<file path="src/rtl/adder_share_arb_pkg.sv">
// Shared constants for the adder-sharing arbiter:
// requester count, operand width, ID width and FSM state encoding.
package adder_share_arb_pkg;

    localparam int P_NREQ  = 4;
    localparam int P_WIDTH = 20;
    localparam int P_IDW   = 2;

    localparam logic ST_ARB  = 1'b0;
    localparam logic ST_LOCK = 1'b1;

endpackage

</file>
<file path="src/rtl/adder.sv">
// Kogge-Stone prefix adder, purely combinational.
// Ports: a, b (WIDTH) operands; cin carry-in; sum (WIDTH); cout carry-out.
module adder #(
    parameter int WIDTH = 20
) (
    input  logic [WIDTH-1:0] a,
    input  logic [WIDTH-1:0] b,
    input  logic             cin,
    output logic [WIDTH-1:0] sum,
    output logic             cout
);

    localparam int LV = $clog2(WIDTH);

    logic [WIDTH-1:0] w_p;
    logic [WIDTH-1:0] w_g;
    logic [WIDTH-1:0] w_pp;
    logic [WIDTH-1:0] w_gn;
    logic [WIDTH-1:0] w_pn;

    assign w_p = a ^ b;

    // cin is folded into bit 0's generate, so the final group
    // generate at bit i is the carry out of bit i.
    always_comb begin
        w_g  = (a & b) | {{(WIDTH-1){1'b0}}, w_p[0] & cin};
        w_pp = w_p;
        w_gn = '0;
        w_pn = '0;
        for (int l = 0; l < LV; l++) begin
            w_gn = w_g;
            w_pn = w_pp;
            for (int i = (1 << l); i < WIDTH; i++) begin
                w_gn[i] = w_g[i] | (w_pp[i] & w_g[i-(1<<l)]);
                w_pn[i] = w_pp[i] & w_pp[i-(1<<l)];
            end
            w_g  = w_gn;
            w_pp = w_pn;
        end
    end

    assign sum  = w_p ^ {w_g[WIDTH-2:0], cin};
    assign cout = w_g[WIDTH-1];

endmodule

</file>
<file path="src/rtl/adder_share_arb.sv">
// Round-robin arbiter sharing one adder among NREQ requesters, with
// multi-beat carry chaining (LOCK) and a 1-deep registered result slot.
// Ports: clk, rst_n (sync, active-low); req_valid/ready/a/b/cin/last
// per requester (operands sliced by WIDTH); res_valid/ready/sum/cout/
// id/last registered result with valid/ready handshake.
module adder_share_arb
    import adder_share_arb_pkg::*;
#(
    parameter int NREQ  = P_NREQ,
    parameter int WIDTH = P_WIDTH
) (
    input  logic                  clk,
    input  logic                  rst_n,
    input  logic [NREQ-1:0]       req_valid,
    output logic [NREQ-1:0]       req_ready,
    input  logic [NREQ*WIDTH-1:0] req_a,
    input  logic [NREQ*WIDTH-1:0] req_b,
    input  logic [NREQ-1:0]       req_cin,
    input  logic [NREQ-1:0]       req_last,
    output logic                  res_valid,
    input  logic                  res_ready,
    output logic [WIDTH-1:0]      res_sum,
    output logic                  res_cout,
    output logic [P_IDW-1:0]      res_id,
    output logic                  res_last
);

    logic             r_state;
    logic [P_IDW-1:0] r_ptr;
    logic [P_IDW-1:0] r_lock_id;
    logic             r_chain_c;
    logic             r_res_valid;
    logic [WIDTH-1:0] r_res_sum;
    logic             r_res_cout;
    logic [P_IDW-1:0] r_res_id;
    logic             r_res_last;

    logic             w_slot_free;
    logic             w_found;
    logic [P_IDW-1:0] w_win;
    logic [P_IDW-1:0] w_idx;
    logic             w_acc;
    logic [WIDTH-1:0] w_a;
    logic [WIDTH-1:0] w_b;
    logic             w_cin;
    logic [WIDTH-1:0] w_sum;
    logic             w_cout;

    assign w_slot_free = !r_res_valid || res_ready;

    // ARB: rotating search from r_ptr. LOCK: only the chain owner.
    always_comb begin
        w_found = 1'b0;
        w_win   = r_ptr;
        w_idx   = r_ptr;
        if (r_state == ST_LOCK) begin
            w_win   = r_lock_id;
            w_found = req_valid[r_lock_id];
        end else begin
            for (int k = 0; k < NREQ; k++) begin
                w_idx = r_ptr + P_IDW'(k);
                if (!w_found && req_valid[w_idx]) begin
                    w_found = 1'b1;
                    w_win   = w_idx;
                end
            end
        end
    end

    assign w_acc = rst_n && w_slot_free && w_found;

    always_comb begin
        req_ready = '0;
        if (w_acc) begin
            req_ready[w_win] = 1'b1;
        end
    end

    assign w_a   = req_a[w_win*WIDTH +: WIDTH];
    assign w_b   = req_b[w_win*WIDTH +: WIDTH];
    assign w_cin = (r_state == ST_LOCK) ? r_chain_c : req_cin[w_win];

    adder #(
        .WIDTH (WIDTH)
    ) u_adder (
        .a    (w_a),
        .b    (w_b),
        .cin  (w_cin),
        .sum  (w_sum),
        .cout (w_cout)
    );

    always_ff @(posedge clk) begin
        if (!rst_n) begin
            r_state     <= ST_ARB;
            r_ptr       <= '0;
            r_lock_id   <= '0;
            r_chain_c   <= 1'b0;
            r_res_valid <= 1'b0;
            r_res_sum   <= '0;
            r_res_cout  <= 1'b0;
            r_res_id    <= '0;
            r_res_last  <= 1'b0;
        end else if (w_acc) begin
            r_res_valid <= 1'b1;
            r_res_sum   <= w_sum;
            r_res_cout  <= w_cout;
            r_res_id    <= w_win;
            r_res_last  <= req_last[w_win];
            if (req_last[w_win]) begin
                r_state <= ST_ARB;
                r_ptr   <= w_win + 1'b1;
            end else begin
                r_state   <= ST_LOCK;
                r_lock_id <= w_win;
                r_chain_c <= w_cout;
            end
        end else if (w_slot_free) begin
            r_res_valid <= 1'b0;
        end
    end

    assign res_valid = r_res_valid;
    assign res_sum   = r_res_sum;
    assign res_cout  = r_res_cout;
    assign res_id    = r_res_id;
    assign res_last  = r_res_last;

endmodule

</file>
<file path="config.mk">
export PLATFORM = sky130hd
export DESIGN_NAME = adder_share_arb
export DESIGN_NICKNAME = d
export VERILOG_FILES = /design/src/rtl/adder_share_arb_pkg.sv /design/src/rtl/adder.sv /design/src/rtl/adder_share_arb.sv
export SDC_FILE = /design/constraint.sdc
export NUM_CORES = 1
export LEC_CHECK = 0
export CAP_MARGIN = 20
export CORE_MARGIN = 3
export CORE_UTILIZATION = 41
export DETAILED_ROUTE_END_ITERATION = 6
export PLACE_DENSITY = 0.83
export SKIP_CTS_REPAIR_TIMING = 1
export SLEW_MARGIN = 30
export SYNTH_ARGS = -nofsm -noshare
export SYNTH_HDL_FRONTEND = slang
export SYNTH_HIERARCHICAL = 1
export SYNTH_SLANG_ARGS = --single-unit
</file>
<file path="constraint.sdc">
create_clock -name clk -period 5.1 [get_ports clk]
set_input_delay 0.51 -clock clk [delete_from_list [all_inputs] [get_ports clk]]
set_output_delay 0.51 -clock clk [all_outputs]
set_load 0.01 [all_outputs]
</file>
==> Yosys cells after proc, flatten, opt, wreduce, memory -nomap -nowiden <==
Cells that the tools add are included.
{ "totals": {"register_bits": 31, "in_bits": 175, "out_inout_bits": 29, "elab_cells": 264} }
{ "op_classes": {"addsub": 4, "n_mul": 1, "n_lt_le_gt_ge": 7, "n_shift": 2, "n_mux": 33, "n_bitwise": 194, "reduce_logical": 14} }
{ "op_table": {"columns": ["op", "count"], "rows": [
  ["$shiftx A80 B8 Y20", 2],
  ["$and A1 B1 Y1", 120],
  ["$or A1 B1 Y1", 69],
  ["$xor A20 B20 Y20", 2],
  ["$and A20 B20 Y20", 1],
  ["$mux W1", 20],
  ["$or A20 B1 Y20", 1],
  ["$lt A2 B3 Y1 const B", 6],
  ["$bmux W1 S2", 7],
  ["$mux W2", 4],
  ["$logic_and A1 B1 Y1", 6],
  ["$mul A2 B3 Y5 const B", 1],
  ["$add A2 B1 Y2 const B", 2],
  ["$add A2 B2 Y2 const B", 2],
  ["$logic_not A1 Y1", 4],
  ["$mux W4", 1],
  ["$reduce_and A2 Y1", 2],
  ["$demux W1 S2", 1],
  ["$ge A2 B1 Y1 const B", 1],
  ["$reduce_bool A2 Y1", 1],
  ["$logic_or A1 B1 Y1", 1],
  ["$not A1 Y1", 1]
]} }

==> Logic depth before layout (Yosys ltp) <==
Gate-level depths: netlist of run 1.
{ "logic_depth": {"word_depth": 31, "depth_mapped": 20, "depth_no_buf": 18} }

==> Hierarchy <==
Netlist of run 1, hierarchy kept.
{ "by_module_without_submodules": {"columns": ["mod", "n_inst", "cells_each", "area_each_um2", "seq_area_each_um2"], "rows": [
  ["adder_share_arb", 1, 428, 2825.2, 620.6],
  ["adder", 1, 141, 1002.2, 0.0]
]} }

==> Worst setup path before layout of run 1 <==
No wires, ideal clock.
{ "synth_path": {"path_kind": "input to register", "startpoint": "input req_valid[0]", "endpoint": "register r_res_sum[14], in the netlist res_sum[14]", "t_arrival_ps": 3737, "slack_ps": 1298, "cell_stages": 18, "n_path_buf": 2, "path_cell_list": "nor2b_1 -> o21ai_0 -> a41o_1 -> clkbuf_1 -> clkbuf_1 -> and3_1 -> a31oi_1 -> fa_1 -> inv_1 -> fa_1 -> nor2b_1 -> o31a_1 -> o21ai_2 -> a31oi_2 -> or4b_1 -> nand3_1 -> mux2i_1 -> nor2b_1"} }
{ "synth_between": {"elab_chain_cells": 28} }
{ "synth_rtl": {"columns": ["item", "line", "rtl"], "rows": [
  ["start: declaration", "adder_share_arb.sv:14", "input logic [NREQ-1:0] req_valid,"],
  ["$bmux W1 S2", "adder_share_arb.sv:62", "if (!w_found && req_valid[w_idx]) begin"],
  ["$mux W1 (implied by the code)", "adder_share_arb.sv:62", null],
  ["$mux W1", "adder_share_arb.sv:62", null],
  ["$mux W1", "adder_share_arb.sv:56", "if (r_state == ST_LOCK) begin"],
  ["$logic_not A1 Y1", "adder_share_arb.sv:62", null],
  ["$logic_and A1 B1 Y1", "adder_share_arb.sv:62", null],
  ["$mux W1", "adder_share_arb.sv:62", null],
  ["$mux W1", "adder_share_arb.sv:56", null],
  ["[... 10 more ...]", null, null],
  ["net w_a[0]", "adder_share_arb.sv:43", "logic [WIDTH-1:0] w_a;"],
  ["[... 3 more ...]", null, null],
  ["$and A1 B1 Y1 *", "adder.sv:34", "w_gn[i] = w_g[i] | (w_pp[i] & w_g[i-(1<<l)]);"],
  ["$or A1 B1 Y1 *", "adder.sv:34", null],
  ["$and A1 B1 Y1 *", "adder.sv:34", null],
  ["$or A1 B1 Y1 *", "adder.sv:34", null],
  ["$and A1 B1 Y1 *", "adder.sv:34", null],
  ["$or A1 B1 Y1 *", "adder.sv:34", null],
  ["$xor A20 B20 Y20 *", "adder.sv:42", "assign sum = w_p ^ {w_g[WIDTH-2:0], cin};"],
  ["net w_sum[14]", "adder_share_arb.sv:46", "logic [WIDTH-1:0] w_sum;"],
  ["end signal: assignment", "adder_share_arb.sv:106", "r_res_sum <= w_sum;"],
  ["end: declaration", "adder_share_arb.sv:33", "logic [WIDTH-1:0] r_res_sum;"]
]} }
The timed path passes the listed nets; every way through them passes the cells marked *. The select of a mux whose other input is x is not followed.
A chain may end at the register's enable or synchronous reset.

==> Worst setup path in the final report of run 1 <==
{ "layout_path": {"startpoint": "input req_valid[3]", "endpoint": "register r_res_sum[16], in the netlist res_sum[16]"} }
{ "layout_between": {"elab_chain_cells": 30} }
{ "layout_rtl": {"columns": ["item", "line", "rtl"], "rows": [
  ["$bmux W1 S2", "adder_share_arb.sv:62", null],
  ["$mux W1 (implied by the code)", "adder_share_arb.sv:62", null],
  ["$mux W1", "adder_share_arb.sv:62", null],
  ["$mux W1", "adder_share_arb.sv:56", null],
  ["$logic_not A1 Y1", "adder_share_arb.sv:62", null],
  ["$logic_and A1 B1 Y1", "adder_share_arb.sv:62", null],
  ["$mux W1", "adder_share_arb.sv:62", null],
  ["$mux W1", "adder_share_arb.sv:56", null],
  ["[... 11 more ...]", null, null],
  ["net w_cin", "adder_share_arb.sv:45", "logic w_cin;"],
  ["[... 4 more ...]", null, null],
  ["$and A1 B1 Y1 *", "adder.sv:34", null],
  ["$or A1 B1 Y1 *", "adder.sv:34", null],
  ["$and A1 B1 Y1 *", "adder.sv:34", null],
  ["$or A1 B1 Y1 *", "adder.sv:34", null],
  ["$and A1 B1 Y1 *", "adder.sv:34", null],
  ["$or A1 B1 Y1 *", "adder.sv:34", null],
  ["$xor A20 B20 Y20 *", "adder.sv:42", null],
  ["net w_sum[16]", "adder_share_arb.sv:46", null]
]} }
Marks and branches as above.

==> results.py, run 1 <==
metrics = {
    "sta": {
        "maxSlewViolCount": 0,
        "rsz0062_at_grt": "false",
        "worst_pin_slew_ps": 492,
        "min_period_over_period_pct": 87.5,
        "clock_skew_ps": 9.55,
        "final_hold_viol_count": 0,
        "setup-tns-final_ps": 0,
        "clock.fmax_mhz": 224,
        "relSlewSlack_pct": 67.2,
        "setup_viol": 0,
        "timing.final.crit_period_ps": 4460,
    },
    "floorplan": {
        "io_pins": 204,
        "die_x_um": 103,
        "die_h_um": 103,
        "die_area_um2": 10500,
        "core_um2": 8890,
        "rows": 34,
        "initial_utilization_pct": 43.0,
    },
    "detailed_routing": {
        "drt_wl_total_um": 14100,
        "drt_iter0_drc": 311,
        "via_per_inst": 5.49,
        "ant_nets": 0,
        "via_count": 4718,
        "dr.pass1.iters": 6,
        "drc": 0,
        "drt-wirelength-per-cell_um": 16.5,
    },
    "critical_path": {
        "crit_slowest_cell": "clkdlybuf4s50_1",
        "regToRegSetupSlack_ps": 920,
        "cp.buffers_inverters": 3,
        "startpoint_type": "input port",
        "worstSetupEndpointType": "flop",
        "cp.arrival_ps": 4630,
        "path_class": "in2reg",
        "crit_path_max_fanout": 20,
        "cp_data_required_time_ps": 5270,
        "slowest_delay_ps": 640,
        "cp_cell_sequence": "clkdlybuf4s50_1 -> nor3_1 -> a211o_1 -> o211a_4 -> inv_2 -> nand2_1 -> and3_1 -> o31ai_1 -> fa_1 -> inv_1 -> fa_1 -> nor2b_1 -> o31a_1 -> o21ai_2 -> a31oi_2 -> a31oi_1 -> xnor2_1 -> mux2i_1 -> nor2b_1",
        "cp_top_family": "compound AO/OA/AOI/OAI gates",
    },
    "global_routing": {
        "grt_pass1_vias": 4513,
        "antenna_found_initial": 0,
        "grt_pass1_wl_um": 22000,
        "grt_overflow_total": 0,
        "grt_max_degree": 87,
        "grt_util_all_layers_pct": 26.1,
    },
    "clocking": {
        "cts_sinks": 31,
        "clockRootBuffer": "clkbuf_8",
        "clock_path_buffers": 2,
        "cts_tree": "yes",
        "cts_buffers": 5,
        "clk_pin_slew_worst_paths_ps": 60,
        "clk_latency_ps": 280,
        "htreeDepth": 2,
    },
    "power_and_ir_drop": {
        "ir_drop_mv": 0.189,
        "cellPowerDensity_nw_per_um2": 513,
        "power_w": 0.00309,
        "p_leak_nw": 2.58,
    },
    "placed_design": {
        "port_buffers": 203,
        "dpl.hpwl_um": 11700,
        "gp_congestion": 0.927,
    },
    "logic_synthesis": {
        "synth_top_cell_by_area": "nand2_1",
        "synth_area_um2": 3830,
        "syn_inst": 569,
        "synth-compound-area-share_pct": 22.0,
        "synth.area.top_cells": "nand2_1 (18%), dfxtp_1 (16%), a31oi_1 (7.5%), ha_1 (7.5%), and3_1 (7.0%)",
        "yosys.cell_count.top_type": "nand2_1",
        "synthMuxAreaShare_pct": 8.47,
        "syn_nets": 769,
        "seq_area_frac_synth_pct": 16.2,
        "synth_simple_gate_area_share_pct": 35.1,
        "yosys.area_share.adder_pct": 8.56,
        "syn_area_per_cell_um2": 6.73,
        "async_flop_share_pct": 0,
        "yosys_most_used_dff": "dfxtp_1",
        "synth_common_cells": "nand2_1 (187), a31oi_1 (46), and3_1 (43)",
        "ys_ff_latch": 31,
        "synth.distinct_cells": 58,
        "synth_warnings": 6,
        "synth_xor_area_share_pct": 3.66,
        "synth_edf_count": 0,
        "synth_top_family_by_area": "simple AND/OR/NAND/NOR gates",
        "synth_top_area_share_pct": 18.3,
    },
    "final_layout": {
        "drive_above_1_share_pct": 4.13,
        "multi_input_comb_area_um2": 2990,
        "nets": 951,
        "layout.area.seq_um2": 621,
        "syn2layout_area_growth_pct": 57.1,
        "num_antenna_cells": 0,
        "fillCellCount": 764,
    },
    "worst_hold_path": {
        "worstHoldPathType": "reg2reg",
    },
    "flow_run": {
        "drv_cap": 0,
    },
    "outcome": {
        "status": "complete, no violations",
    },
}
[registers in the layout, indices dropped and copies added, names as in the netlist]
name	cells
r_chain_c	1
res_valid	1
res_cout	1
r_state	1
res_sum	20
res_last	1
res_id	2
r_lock_id	2
r_ptr	2
[worst paths after layout]
path	end	start	cells after the start
setup / recovery	res_sum[16]	req_valid[3]	19
setup reg to reg	res_sum[16]	r_ptr[1]	18
hold / removal	r_chain_c	r_chain_c	2
hold reg to reg	r_chain_c	r_chain_c	2
[routing by layer]
metal  part of all wire [%]  vias up  track usage, %  wire length, um
li1                       -     2354               -                -
met2                     49      217            45.6             6880
met1                     41     2123            32.4             5850
met5                      0        -               0                0
met4                    2.6        0            7.77              363
met3                    7.4       24            5.07             1050
[stage by stage]
stage	utilization (%)	hold WS (ps)	std cells	instance area (um^2)	setup WS, ps
finish	67.6	464	859	6010	639
detailed placement	66.6	457	852	5930	379
global route	67.6	487	859	6010	332
global placement	66.6	453	852	5930	454
CTS	67.6	467	859	6010	649
floorplan	-	429	569	3830	1300
[logic make-up after synthesis]
family / count (synthesis)
muxes: 28
AOI/OAI and AO/OA: 127
DFF: 31
xor gates and xnor gates: 16
adders and majority gates: 25
and+or+nand+nor: 292
buffers and inverters: 50
[worst min-delay path, delay by kind of cell (launching register included)]
family / cells / cell delay [ps]
AO/OA/AOI/OAI: 1 / 50
flip-flops: 1 / 320
AND/OR/NAND/NOR: 1 / 60
[placed cells by master (no fill, tap or decap), drive strengths merged, types with 3 or more instances in the layout]
cell type        n
a21oi           22
clkbuf           6
o21ai           18
o211ai           6
nand2          187
nand3            5
o211a            3
nand2b           3
a31oi           47
dfxtp           31
nor2            10
nor2b           28
buf             10
and3            43
inv             11
clkdlybuf4s50  203
ha              23
xnor2           10
o21a             6
nor3             3
a211oi           3
mux2i           23
mux4             3
and2             5
xor2             6
o21bai           5
[cell type report]
type                            count  share of cell area (%)
Clock buffer                        6                    1.37
Clock inverter                      1                  0.0832
Inverter                           12                   0.749
Multi-Input combinational cell    488                    49.8
Sequential cell                    31                    10.3
Tap cell                          108                    2.25
Timing Repair Buffer              213                    35.5
[power breakdown]
part | internal [W] | switching [W] | leakage, nW
sequential | 0.000315 | 0.0000517 | 0.255
combinational | 0.00113 | 0.00140 | 2.28
clock | 0.000106 | 0.0000868 | 0.0470
Note: power is estimated with default switching activity, not from simulation.
==> inputs of run 2 (changes only) <==
Clock period 5.1 ns to 4.5 ns, I/O delays scaled along.
==> results.py, run 2 (synthesis results as in run 1) <==
metrics = {
    "critical_path": {
        "startpoint_type": "input port",
        "cp.buffers_inverters": 5,
        "cp_top_family": "compound AO/OA/AOI/OAI gates",
        "worstSetupEndpointType": "flop",
        "cp_data_required_time_ps": 4720,
        "cp_cell_sequence": "clkdlybuf4s50_1 -> nor3_1 -> a211o_1 -> o211a_4 -> inv_2 -> buf_12 -> buf_4 -> nand2_1 -> and3_1 -> a31oi_1 -> ha_1 -> a211oi_1 -> inv_1 -> o2111ai_1 -> nand2_1 -> a311oi_1 -> xnor2_1 -> mux2i_1 -> nor2b_1",
        "reg2reg_depth": 18,
        "r2r-end": "res_sum[17]",
        "crit_path_max_fanout": 38,
        "crit_slowest_cell": "clkdlybuf4s50_1",
        "path_class": "in2reg",
        "regToRegSetupSlack_ps": 530,
        "cp.arrival_ps": 4430,
        "crit_top_cell": "nand2_1",
        "r2r-start": "r_ptr[1]",
        "slowest_delay_ps": 620,
    },
    "global_routing": {
        "met2_usage_pct": 46.0,
        "grt_overflow_total": 0,
        "grt_max_degree": 50,
        "antenna_found_initial": 0,
        "grt_pass1_wl_um": 22700,
        "gr-usage-met3_pct": 5.01,
        "top_usage_layer": "met2",
        "grt_use_met1_pct": 34.7,
        "grt_pass1_vias": 4575,
        "grt_util_all_layers_pct": 27.2,
    },
    "floorplan": {
        "die_h_um": 103,
        "die_x_um": 103,
        "core_um2": 8890,
        "initial_utilization_pct": 43.0,
        "die_area_um2": 10500,
        "rows": 34,
        "io_pins": 204,
    },
    "detailed_routing": {
        "ant_nets": 0,
        "drc": 0,
        "via_count": 4869,
        "drt_iter0_drc": 299,
        "drt_wl_total_um": 14400,
        "drt-wirelength-per-cell_um": 16.4,
        "dr.pass1.iters": 6,
        "via_per_inst": 5.56,
    },
    "flow_run": {
        "drv_cap": 0,
    },
    "final_layout": {
        "multi_input_comb_area_um2": 3000,
        "largest_reg_flops": 20,
        "instances_no_fill": 875,
        "layout.area.seq_um2": 621,
        "num_antenna_cells": 0,
        "drive_above_1_share_pct": 6.13,
        "fin_util_pct": 69.2,
        "fillCellCount": 740,
        "final_cell_mix": "clkdlybuf4s50_1 (203), nand2_1 (187), a31oi_1 (46), and3_1 (43), dfxtp_1 (31)",
        "stdcell_area_um2": 6150,
        "final_common_cell": "clkdlybuf4s50_1",
        "syn2layout_area_growth_pct": 60.8,
        "nets": 967,
    },
    "clocking": {
        "cts_tree": "yes",
        "clockRootBuffer": "clkbuf_8",
        "clk_latency_ps": 280,
        "clk_pin_slew_worst_paths_ps": 60,
        "clock_path_buffers": 2,
        "cts_sinks": 31,
        "cts_buffers": 5,
        "htreeDepth": 2,
    },
    "sta": {
        "min_period_over_period_pct": 93.4,
        "maxSlewViolCount": 0,
        "clock_skew_ps": 6.34,
        "worst_pin_slew_ps": 485,
        "rsz0062_at_grt": "false",
        "timing.final.crit_period_ps": 4200,
        "relSlewSlack_pct": 67.7,
        "setup-tns-final_ps": 0,
        "clock.fmax_mhz": 238,
        "setup_viol": 0,
        "final_hold_viol_count": 0,
    },
    "placed_design": {
        "place_inst": 868,
        "gp_congestion": 0.928,
        "dpl.hpwl_um": 12000,
        "port_buffers": 203,
        "placed_cell_area_um2": 6050,
    },
    "worst_hold_path": {
        "hold_path.startpoint": "r_chain_c",
        "worstHoldPathType": "reg2reg",
        "whs_endpoint": "r_chain_c",
        "min_path_cells": 2,
    },
    "power_and_ir_drop": {
        "cellPowerDensity_nw_per_um2": 602,
        "p_leak_nw": 2.66,
        "ir_drop_mv": 0.294,
    },
    "outcome": {
        "status": "complete, no violations",
    },
}
-- run 2: cell types whose count changed in the layout (fill, tap and decap cells not counted) --
cell	before	now
bufinv_16	0	1
clkinv_2	1	0
o31ai_1	1	0
buf_4	8	24
o31ai_2	0	1
clkbuf_1	0	1
clkbuf_8	6	5
-- run 2: worst min-delay path: cells and delay by family, from the launching register on --
kind	cells	cell delay (ps)
flip-flops	1	320
AND/OR/NAND/NOR	1	60
AO/OA/AOI/OAI	1	50
-- run 2: power breakdown --
group / switching [W] / total [W] / internal, W / leakage (nW)
registers: 0.0000589 / 0.000416 / 0.000358 / 0.255
logic: 0.00163 / 0.00303 / 0.00140 / 2.36
clock network: 0.0000982 / 0.000260 / 0.000162 / 0.0513
-- run 2: final cells by class --
class | instances | share of cell area [%]
multi-input combinational | 488 | 48.7
timing repair buffer | 229 | 36.6
sequential | 31 | 10.1
tap | 108 | 2.20
clock buffer | 6 | 1.18
inverter | 12 | 0.732
clock inverter | 1 | 0.488
-- run 2: worst max path at each step --
stage,slack (ps),start,cells after the start,end
detailed placement,20,req_valid[3],19,res_sum[16]
CTS,300,req_valid[3],19,res_sum[16]
global route,1,req_valid[3],17,res_sum[17]
floorplan,760,req_valid[0],18,res_sum[14]
finish,300,req_valid[3],19,res_sum[17]
global placement,130,req_valid[3],19,res_sum[17]
-- run 2: layer usage --
layer | vias to the layer above | wire [um]
met5 | - | 0
li1 | 2386 | -
met4 | 0 | 386
met1 | 2234 | 6010
met3 | 32 | 989
met2 | 217 | 7000
-- run 2: per-stage QoR --
stage / total power [W] / hold slack (ps) / worst slack, ps
global placement: 0.00333 / 451 / 133
global route: 0.00404 / 515 / 1.02
finish: 0.00371 / 468 / 296
floorplan: 0.00241 / 429 / 758
detailed placement: 0.00340 / 462 / 15.1
CTS: 0.00368 / 472 / 302
==> inputs of run 3 (changes only) <==
--- a/config.mk
+++ b/config.mk
@@ -7,5 +7,4 @@
 export LEC_CHECK = 0
 export CAP_MARGIN = 20
-export CORE_MARGIN = 3
 export CORE_UTILIZATION = 41
 export DETAILED_ROUTE_END_ITERATION = 6
==> constraint.sdc (replaced) <==
create_clock -name clk -period 4.5 [get_ports clk]
set_input_delay 0.9 -clock clk [delete_from_list [all_inputs] [get_ports clk]]
set_output_delay 0.9 -clock clk [all_outputs]
set_load 0.01 [all_outputs]
==> results.py, run 3 (synthesis results as in run 1) <==
metrics = {
    "critical_path": {
        "r2r-end": "res_sum[14]",
        "crit_slowest_cell": "or4b_1",
        "regToRegSetupSlack_ps": 500,
        "r2r-start": "r_ptr[1]",
        "cp.arrival_ps": 4580,
        "worstSetupEndpoint": "res_sum[14]",
        "path_class": "in2reg",
        "worstSetupEndpointType": "flop",
        "critPathLaunch": "req_valid[1]",
        "cp_data_required_time_ps": 4720,
        "slowest_delay_ps": 470,
        "cp.depth": 19,
        "crit_path_max_fanout": 4,
        "cp_cell_sequence": "clkdlybuf4s50_1 -> buf_4 -> o21bai_1 -> a41o_1 -> clkinv_1 -> and3_4 -> o31ai_4 -> buf_4 -> fa_2 -> inv_1 -> fa_2 -> nor2b_2 -> o31a_1 -> o21ai_2 -> a31oi_2 -> or4b_1 -> nand3_1 -> mux2i_1 -> nor2b_1",
        "cp_top_family": "compound AO/OA/AOI/OAI gates",
        "cp.buffers_inverters": 5,
        "startpoint_type": "input port",
        "reg2reg_depth": 18,
    },
    "global_routing": {
        "antenna_found_initial": 0,
        "grt_use_met1_pct": 39.8,
        "gr-usage-met3_pct": 2.62,
        "top_usage_layer": "met2",
        "grt_max_degree": 32,
        "grt_pass1_wl_um": 25000,
        "met2_usage_pct": 57.5,
        "grt_overflow_total": 0,
        "grt_pass1_vias": 5200,
        "grt_util_all_layers_pct": 31.5,
    },
    "floorplan": {
        "die_area_um2": 9730,
        "initial_utilization_pct": 43.0,
        "die_h_um": 98.6,
        "io_pins": 204,
        "core_um2": 8890,
        "die_x_um": 98.6,
        "rows": 34,
    },
    "sta": {
        "timing.final.crit_period_ps": 4360,
        "setup_viol": 0,
        "maxSlewViolCount": 0,
        "setup-tns-final_ps": 0,
        "fin_ws_ps": 139,
        "timing.hold.ws_ps": 484,
        "min_period_over_period_pct": 96.9,
        "clock.fmax_mhz": 229,
        "final_hold_viol_count": 0,
        "relSlewSlack_pct": 74.7,
        "clock_skew_ps": 7.03,
        "worst_pin_slew_ps": 379,
    },
    "power_and_ir_drop": {
        "p_leak_nw": 3.02,
        "power.internal_w": 0.00233,
        "p_seq_share_pct": 9.8,
        "power_w": 0.00431,
        "switching_share_pct": 46.0,
        "pwr-share-comb_pct": 84.4,
        "ir_drop_mv": 0.328,
        "cellPowerDensity_nw_per_um2": 638,
        "switching_power_w": 0.00198,
        "clkPwrFrac_pct": 5.9,
    },
    "clocking": {
        "clockRootBuffer": "clkbuf_8",
        "htreeDepth": 2,
        "clock_path_buffers": 2,
        "cts_tree": "yes",
        "cts_buffers": 5,
        "clk_latency_ps": 290,
        "cts_sinks": 31,
        "clk_pin_slew_worst_paths_ps": 70,
    },
    "detailed_routing": {
        "drt_wl_total_um": 15500,
        "ant_nets": 0,
        "via_per_inst": 5.49,
        "via_count": 5160,
        "drt_iter0_drc": 254,
        "dr.pass1.iters": 5,
        "drc": 0,
        "drt-wirelength-per-cell_um": 16.5,
    },
    "worst_hold_path": {
        "worstHoldPathType": "reg2reg",
        "hold_path.startpoint": "r_chain_c",
    },
    "placed_design": {
        "dp_worst_setup_slack_ps": -360,
        "dpl.hpwl_um": 12600,
        "gp_congestion": 0.937,
        "port_buffers": 203,
    },
    "outcome": {
        "status": "complete, no violations",
    },
    "flow_run": {
        "drv_cap": 0,
    },
    "final_layout": {
        "nets": 1031,
        "num_antenna_cells": 0,
        "final_cell_mix": "clkdlybuf4s50_1 (200), nand2_1 (187), buf_4 (84), and3_1 (42), a31oi_1 (41)",
        "largest_reg_flops": 20,
        "syn2layout_area_growth_pct": 76.5,
        "final_common_cell": "clkdlybuf4s50_1",
        "drive_above_1_share_pct": 15.4,
    },
}
==> run 3: worst min-delay path: stages (launching register included) <==
cell     delay (ps)
dfxtp_1         330
nand2_1          70
o21ai_1          50
==> run 3: area by class of cell <==
type,count,area (um^2)
clock inverters,1,7.51
fillers,678,2140
inverters,12,45.0
multi-input cells,488,3080
flip-flops and latches,31,621
clock buffers,7,96.3
repair buffers,293,2770
well taps,108,135
==> run 3: power by group through the flow <==
stage,Combinational [W],Sequential [W],Clock (W)
floorplan,0.00198,0.000431,0
global placement,0.00337,0.000417,0
detailed placement,0.00347,0.000422,0
CTS,0.00349,0.000417,0.000253
global route,0.00396,0.000428,0.000267
finish,0.00363,0.000420,0.000254
==> run 3: per-stage QoR <==
stage | cell area (um^2) | instances | util (%)
2_1_floorplan | 3830 | 569 | -
5_1_grt | 6750 | 940 | 76.0
4_1_cts | 6650 | 939 | 74.8
6_report | 6750 | 940 | 76.0
3_5_place_dp | 6540 | 931 | 73.6
3_3_place_gp | 6540 | 931 | 73.6
==> run 3: worst min path at each step <==
stage / cells past startpoint / end / slack, ps
finish: 2 / r_chain_c / 480
global route: 2 / r_chain_c / 510
CTS: 2 / r_chain_c / 480
detailed placement: 2 / r_chain_c / 470
global placement: 2 / r_chain_c / 460
floorplan: 2 / r_chain_c / 430
==> run 3: metal layers <==
| metal | vias up | share of wire [%] | routed length [um] |
|---|---|---|---|
| met4 | 0 | 1.9 | 294 |
| met3 | 23 | 4.9 | 764 |
| met5 | - | 0 | 0 |
| met2 | 212 | 50 | 7760 |
| li1 | 2517 | - | - |
| met1 | 2408 | 43 | 6670 |
